**config.mk**
```make
export PLATFORM = sky130hd
export DESIGN_NAME = rgb_to_gray_converter
export DESIGN_NICKNAME = d
export VERILOG_FILES = /design/src/rtl/img_pkg.sv /design/src/rtl/rgb_gray_luma.sv /design/src/rtl/rgb_to_gray_converter.sv
export SDC_FILE = /design/constraint.sdc
export NUM_CORES = 1
export LEC_CHECK = 0
export CAP_MARGIN = 20
export CORE_ASPECT_RATIO = 0.9
export CORE_UTILIZATION = 50
export DETAILED_ROUTE_END_ITERATION = 10
export GPL_ROUTABILITY_DRIVEN = 0
export MAX_ROUTING_LAYER = met4
export PLACE_DENSITY = 0.73
export REMOVE_ABC_BUFFERS = 1
export SLEW_MARGIN = 0
export SYNTH_ARGS = -nofsm -noshare
export SYNTH_HDL_FRONTEND = slang
export SYNTH_SLANG_ARGS = --single-unit
```
**constraint.sdc**
```tcl
create_clock -name clock -period 4.9 [get_ports clock]
set_clock_uncertainty 0.05 [all_clocks]
set_input_delay 0.49 -clock clock [delete_from_list [all_inputs] [get_ports clock]]
set_output_delay 0.49 -clock clock [all_outputs]
set_load 0.02 [all_outputs]
```
**src/rtl/img_pkg.sv**
```systemverilog
// Shared image-pipeline constants: frame geometry, pixel widths, luma weights and
// the frame-walker FSM encoding.
package img_pkg;

    localparam int unsigned IMG_WIDTH   = 220;
    localparam int unsigned IMG_HEIGHT  = 220;
    localparam int unsigned PIXEL_COUNT = IMG_WIDTH * IMG_HEIGHT;
    localparam int unsigned ADDR_BITS   = 16;

    localparam int unsigned RGB_WIDTH  = 24;
    localparam int unsigned GRAY_WIDTH = 8;

    // Weights sum to 256, so the 16-bit weighted sum never overflows.
    localparam int unsigned W_R = 77;
    localparam int unsigned W_G = 150;
    localparam int unsigned W_B = 29;

    typedef enum logic [1:0] {
        IDLE,
        RUN,
        DRAIN,
        DONE
    } state_e;

endpackage

```
**src/rtl/rgb_gray_luma.sv**
```systemverilog
// Combinational 24-bit RGB to 8-bit luma: Y = (77*R + 150*G + 29*B) >> 8, truncated.
module rgb_gray_luma
    import img_pkg::*;
(
    input  logic [RGB_WIDTH-1:0]  rgb_i,
    output logic [GRAY_WIDTH-1:0] gray_o
);

    logic [15:0] sum;

    always_comb begin
        sum = 16'(W_R) * {8'd0, rgb_i[23:16]}
            + 16'(W_G) * {8'd0, rgb_i[15:8]}
            + 16'(W_B) * {8'd0, rgb_i[7:0]};
        gray_o = sum[15:8];
    end

endmodule

```
**src/rtl/rgb_to_gray_converter.sv**
```systemverilog
// Walks one RGB frame out of the source BRAM, converts each pixel to luma and writes it at the
// same address into the grey BRAM; pulses done once the last grey pixel is written.
module rgb_to_gray_converter #(
    parameter int unsigned PIXEL_COUNT = img_pkg::PIXEL_COUNT,
    parameter int unsigned ADDR_BITS   = img_pkg::ADDR_BITS
) (
    input  logic                            clock,
    input  logic                            reset_n,
    input  logic                            start,
    output logic                            busy,
    output logic                            done,
    output logic                            src_en,
    output logic [ADDR_BITS-1:0]            src_addr,
    input  logic [img_pkg::RGB_WIDTH-1:0]   src_rdata,
    output logic                            dst_en,
    output logic                            dst_we,
    output logic [ADDR_BITS-1:0]            dst_addr,
    output logic [img_pkg::GRAY_WIDTH-1:0]  dst_wdata
);

    import img_pkg::*;

    localparam logic [ADDR_BITS-1:0] LAST_ADDR = ADDR_BITS'(PIXEL_COUNT - 1);

    state_e                  state_q, state_d;
    logic                    drain_q, drain_d;
    logic                    src_en_q, src_en_d;
    logic [ADDR_BITS-1:0]    src_addr_q, src_addr_d;
    logic                    vld1_q, vld1_d;
    logic [ADDR_BITS-1:0]    addr1_q, addr1_d;
    logic                    dst_en_q, dst_en_d;
    logic [ADDR_BITS-1:0]    dst_addr_q, dst_addr_d;
    logic [GRAY_WIDTH-1:0]   dst_wdata_q, dst_wdata_d;
    logic                    busy_q, busy_d;
    logic                    done_q, done_d;
    logic [GRAY_WIDTH-1:0]   luma;

    rgb_gray_luma u_luma (
        .rgb_i  (src_rdata),
        .gray_o (luma)
    );

    always_comb begin
        state_d    = state_q;
        drain_d    = drain_q;
        src_en_d   = 1'b0;
        src_addr_d = src_addr_q;

        // Stage 1 tracks the read whose data lands this cycle; stage 2 is the write.
        vld1_d      = src_en_q;
        addr1_d     = src_addr_q;
        dst_en_d    = vld1_q;
        dst_addr_d  = addr1_q;
        dst_wdata_d = vld1_q ? luma : dst_wdata_q;

        case (state_q)
            IDLE: begin
                if (start) begin
                    state_d    = RUN;
                    src_en_d   = 1'b1;
                    src_addr_d = '0;
                end
            end
            RUN: begin
                if (src_addr_q == LAST_ADDR) begin
                    state_d = DRAIN;
                    drain_d = 1'b0;
                end else begin
                    src_en_d   = 1'b1;
                    src_addr_d = src_addr_q + ADDR_BITS'(1);
                end
            end
            DRAIN: begin
                drain_d = ~drain_q;
                if (drain_q) begin
                    state_d = DONE;
                end
            end
            DONE:    state_d = IDLE;
            default: state_d = IDLE;
        endcase

        busy_d = (state_d == RUN) || (state_d == DRAIN);
        done_d = (state_d == DONE);
    end

    always_ff @(posedge clock or negedge reset_n) begin
        if (!reset_n) begin
            state_q     <= IDLE;
            drain_q     <= 1'b0;
            src_en_q    <= 1'b0;
            src_addr_q  <= '0;
            vld1_q      <= 1'b0;
            addr1_q     <= '0;
            dst_en_q    <= 1'b0;
            dst_addr_q  <= '0;
            dst_wdata_q <= '0;
            busy_q      <= 1'b0;
            done_q      <= 1'b0;
        end else begin
            state_q     <= state_d;
            drain_q     <= drain_d;
            src_en_q    <= src_en_d;
            src_addr_q  <= src_addr_d;
            vld1_q      <= vld1_d;
            addr1_q     <= addr1_d;
            dst_en_q    <= dst_en_d;
            dst_addr_q  <= dst_addr_d;
            dst_wdata_q <= dst_wdata_d;
            busy_q      <= busy_d;
            done_q      <= done_d;
        end
    end

    assign busy      = busy_q;
    assign done      = done_q;
    assign src_en    = src_en_q;
    assign src_addr  = src_addr_q;
    assign dst_en    = dst_en_q;
    assign dst_we    = dst_en_q;
    assign dst_addr  = dst_addr_q;
    assign dst_wdata = dst_wdata_q;

endmodule
```
# Yosys cells after proc, flatten, opt, wreduce, memory -nomap -nowiden
# Index checks and enable logic that the tools add are counted.
dict set report classes {
  add_sub_neg 3
  mul 3
  n_eq_ne 10
  muxes 12
  bitwise_logic 1
  n_reduce_logical 6
}
# cell n
set ops {}
lappend ops {{$mux 16} 2}
lappend ops {{$pmux 16 s2} 1}
lappend ops {{$mul 7x8->15 const A} 2}
lappend ops {{$add 15x16->16} 1}
lappend ops {{$add 16x1->16 const B} 1}
lappend ops {{$add 16x13->16} 1}
lappend ops {{$eq 16x16->1 const B} 1}
lappend ops {{$mul 5x8->13 const A} 1}
lappend ops {{$eq 2x2->1 const B} 4}
lappend ops {{$pmux 2 s4} 1}
lappend ops {{$mux 2} 3}
lappend ops {{$ne 2x2->1 const B} 3}
lappend ops {{$eq 2x1->1 const B} 2}
lappend ops {{$pmux 1 s2} 2}
lappend ops {{$reduce_bool 2->1} 2}
lappend ops {{$mux 1} 3}
lappend ops {{$reduce_and 3->1} 1}
lappend ops {{$logic_not 2->1} 1}
lappend ops {{$reduce_and 2->1} 1}
lappend ops {{$logic_or 1x1->1} 1}
lappend ops {{$not 1->1} 1}
dict set report totals {
  reg_bits 64
  in_bits 27
  wordCells 46
}

# Logic depth before layout (Yosys ltp)
dict set report logic_depth {
  depth_word 5
  mapped_depth 24
  ltp_nobuf 24
}

# By module
# Synthesis repeated with hierarchy kept, for this count alone.
dict set report hier_totals {
  cells_unflattened 510
  hier_area_um2 5614.1
}
# module n_inst cells_per_inst area_each_um2
set by_module_without_submodules {}
lappend by_module_without_submodules {rgb_gray_luma 1 316 3096.7}
lappend by_module_without_submodules {rgb_to_gray_converter 1 194 2517.4}

# Least setup slack after synthesis
# No wires, ideal clock.
dict set report synth_timing {
  kind {input -> register}
  start {input port src_rdata[12] (netlist name)}
  end {register dst_wdata_q[7] (netlist: dst_wdata[7])}
  t_arrival_ns 6.344
  required_time_ns 4.724
  path_slack_ns -1.620
  cell_stages 21
  path_buffers 0
  path_cell_list {ha_1 -> ha_1 -> inv_1 -> fa_1 -> fa_1 -> inv_1 -> ha_1 -> xnor2_1 -> fa_1 -> inv_1 -> fa_1 -> fa_1 -> inv_1 -> fa_1 -> ha_1 -> and4_1 -> and2_4 -> a2111o_1 -> a2111oi_4 -> nor4_1 -> a221o_1}
}
dict set report synth_via {
  elab_chain_cells 3
}
# element line_no
set synth_rtl {}
lappend synth_rtl {{start, declared} rgb_to_gray_converter.sv:14} ;# input logic [img_pkg::RGB_WIDTH-1:0] src_rdata,
lappend synth_rtl {{$mul 7x8->15} rgb_gray_luma.sv:13} ;# + 16'(W_G) * {8'd0, rgb_i[15:8]}
lappend synth_rtl {{$add 15x16->16} rgb_gray_luma.sv:13}
lappend synth_rtl {{$add 16x13->16} rgb_gray_luma.sv:14} ;# + 16'(W_B) * {8'd0, rgb_i[7:0]};
lappend synth_rtl {{end signal, assigned} rgb_to_gray_converter.sv:109} ;# dst_wdata_q <= dst_wdata_d;
lappend synth_rtl {{end, declared} rgb_to_gray_converter.sv:33} ;# logic [GRAY_WIDTH-1:0] dst_wdata_q, dst_wdata_d;
# No other way between the ends.
# A chain may end at the register's enable or synchronous reset.

# Worst setup path after layout
dict set report layout_timing {
  start {input port src_rdata[12] (netlist name)}
  end {register dst_wdata_q[5] (netlist: dst_wdata[5])}
}
# The elaborated chain is that of the path after synthesis.

==> results.cfg <==
[global_route]
grt_remaining_overflow = 0
grt_max_degree = 65
track_usage_pct = 24.8
antenna_found_initial = 0
first_global_vias = 4513
grt_first_pass_wirelength_um = 21200

[synth]
synth-seq-area-share_pct = 29.5
async_flop_share_pct = 100
synth_ff_type = dfrtp_1
synth_seq_cells = 64
synth-edff-count = 0
synth.cell_area_sq_mm = 0.00543
yosysWarnings = 0
yosysTopAreaCell = dfrtp_1
synthTopCellsByArea = dfrtp_1, fa_1, ha_1
synth_common_cells = inv_1, ha_1, dfrtp_1
synth_top_cell_area_share_pct = 29.5
syn_inst = 494
synth.most_common_cell = inv_1
syn_avg_cell_area_sq_um = 11.0
synth_cell_type_count = 54

[cts]
clk_pin_slew_ns = 0.05
cts_hold_buf = 0
cts.sinks = 64
cts_buffer_depth = 2
cts_tree = yes
h-tree-depth = 3
cts-root-buf = clkbuf_16
clk_latency_ns = 0.32
cts_buffers = 9

[drt]
dr_total_vias = 4041
wirelength_um = 12400
via_per_inst = 5.21
first_iter_violations = 199
drt_first_pass_iters = 7
drc = 2
wl_per_cell_um = 16.0
antenna_left = 0

[sta]
drv_slew = 0
max_freq_mhz = 161
fin_crit_ns = 6.20
slew_headroom_pct = 48.0
whs_ns = 0.285
fin_crit_sh_pct = 126
setup_ws_ns = -1.30
setup_total_negative_slack_ns = -7.63
setup_viol = 8
rsz0062_at_grt = true
hold_viol = 0
tightest_slew_ns = 0.780

[worst_setup_path]
arrival_ns = 6.35
crit_top_cell = fa_1
cp-startpoint = src_rdata[12]
reg2reg_slack_ns = 2.48
endpoint_kind = flip-flop
worst_r2r_path_depth = 6
startpoint_type = input pin
worst-setup-path-type = input pin to flip-flop
cp_data_required_time_ns = 5.05
crit_end = dst_wdata[5]
slowest_stage = fa_1
crit_fanout = 4
cp_slowest_stage_delay_ns = 0.54
reg2reg_from = src_addr[6]
r2r_end = src_addr[11]

[place]
placed_cells = 756
place_area_sq_mm = 0.00677
hpwl_um = 9620
portBuffers = 71

[outcome]
violations = design-rule violations, negative setup slack
outcome = finished, violations left

[layout]
drive_gt1_share_pct = 23.1
synthToLayoutAreaGrowth_pct = 36.9
num-nets-final = 810
diodes = 0
n_fill_cell = 681
stdcell_count = 775
final_area_sq_mm = 0.00743

[floorplan]
chipWidth_um = 112
num_rows = 35
die_h_um = 101
initial_core_util_pct = 52.3
placeableCoreArea_sq_mm = 0.0104
io_pins = 72
die_area_sq_mm = 0.0113

[flow_run]
cap_violations = 0

[hold_path]
hold_class = input pin to asynchronous set/reset pin
[cells by family (layout without fill, tap and decap cells)]
logic type	count (synthesis)	in the layout	synth area share, %
adders and majority gates	141	141	40.1
buffers and inverters	104	256	7.42
and+or+nand+nor	89	89	8.97
DFF	64	64	29.5
AOI/OAI and AO/OA	62	62	8.14
xor gates and xnor gates	25	25	4.03
muxes	9	9	1.82
[per-stage QoR]
| step | setup WS, ns | util (%) |
|---|---|---|
| after floorplan | -1.62 | - |
| after global placement | -2.14 | 65.2 |
| after detailed placement | -2.26 | 65.2 |
| after CTS | -1.30 | 70.7 |
| after global routing | -1.42 | 71.6 |
| final | -1.30 | 71.6 |
[metal layers]
layer  global-route usage [%]  routed length [um]
met1                     31.3                5380
met2                     41.0                6230
met3                     4.63                 486
met4                     7.28                 335
met5                        -                   0
[worst min-delay path by stage]
stage,slack (ns),from,depth (start not counted),to
2_1_floorplan,0.14,reset_n,0,addr1_q[0]
3_3_place_gp,0.28,addr1_q[9],0,dst_addr[9]
3_5_place_dp,0.28,addr1_q[2],0,dst_addr[2]
4_1_cts,0.30,addr1_q[2],0,dst_addr[2]
5_1_grt,0.30,addr1_q[11],0,dst_addr[11]
6_report,0.28,reset_n,2,addr1_q[13]
[flip-flops by register name, summed over array words and instances (netlist names), 2 cells and up]
name	cells
dst_addr	16
dst_wdata	8
src_addr	16
state_q	2
addr1_q	16
[cell usage in the layout (no fill, tap or decap), drive strengths merged, types with 4 or more instances in the layout]
cell,netlist,final
a211oi,4,4
a21o,6,6
a21oi,18,18
buf,4,78
clkbuf,2,11
clkdlybuf4s50,0,63
dfrtp,64,64
fa,55,55
ha,86,86
inv,98,98
mux2,7,7
nand2,12,12
nand3,5,5
nand4,7,7
nor2,28,28
nor2b,5,5
nor3,9,9
nor4,7,7
o21ai,9,9
o21bai,4,4
xnor2,19,19
xor2,6,6
[layout make-up]
class	count	area (sq um)	share of cell area, %
Multi-Input combinational cell	326	3750	50.4
Sequential cell	64	1600	21.6
Timing Repair Buffer	143	1250	16.8
Inverter	98	368	4.95
Clock buffer	11	233	3.13
Tap cell	129	161	2.17
Clock inverter	4	70.1	0.943
[worst max-delay path, delay by kind of cell]
family / cells / cell delay [ns]
buffers and inverters: 7 / 0.80
muxes: 1 / 0.26
adders and majority gates: 9 / 3.36
xor gates and xnor gates: 2 / 0.18
and+or+nand+nor: 1 / 0.07
AOI/OAI and AO/OA: 5 / 1.15
[what timing repair did]
item / CTS / global route
pin swaps: 35 / 13
setup buffers: 3 / 1
resized for setup: 66 / 15
cloned: 0 / 0
endpoints found under the setup margin: 8 / 8
Power is not shown: default switching activity piles up to over one toggle a cycle in this logic, so the estimate is an artifact.
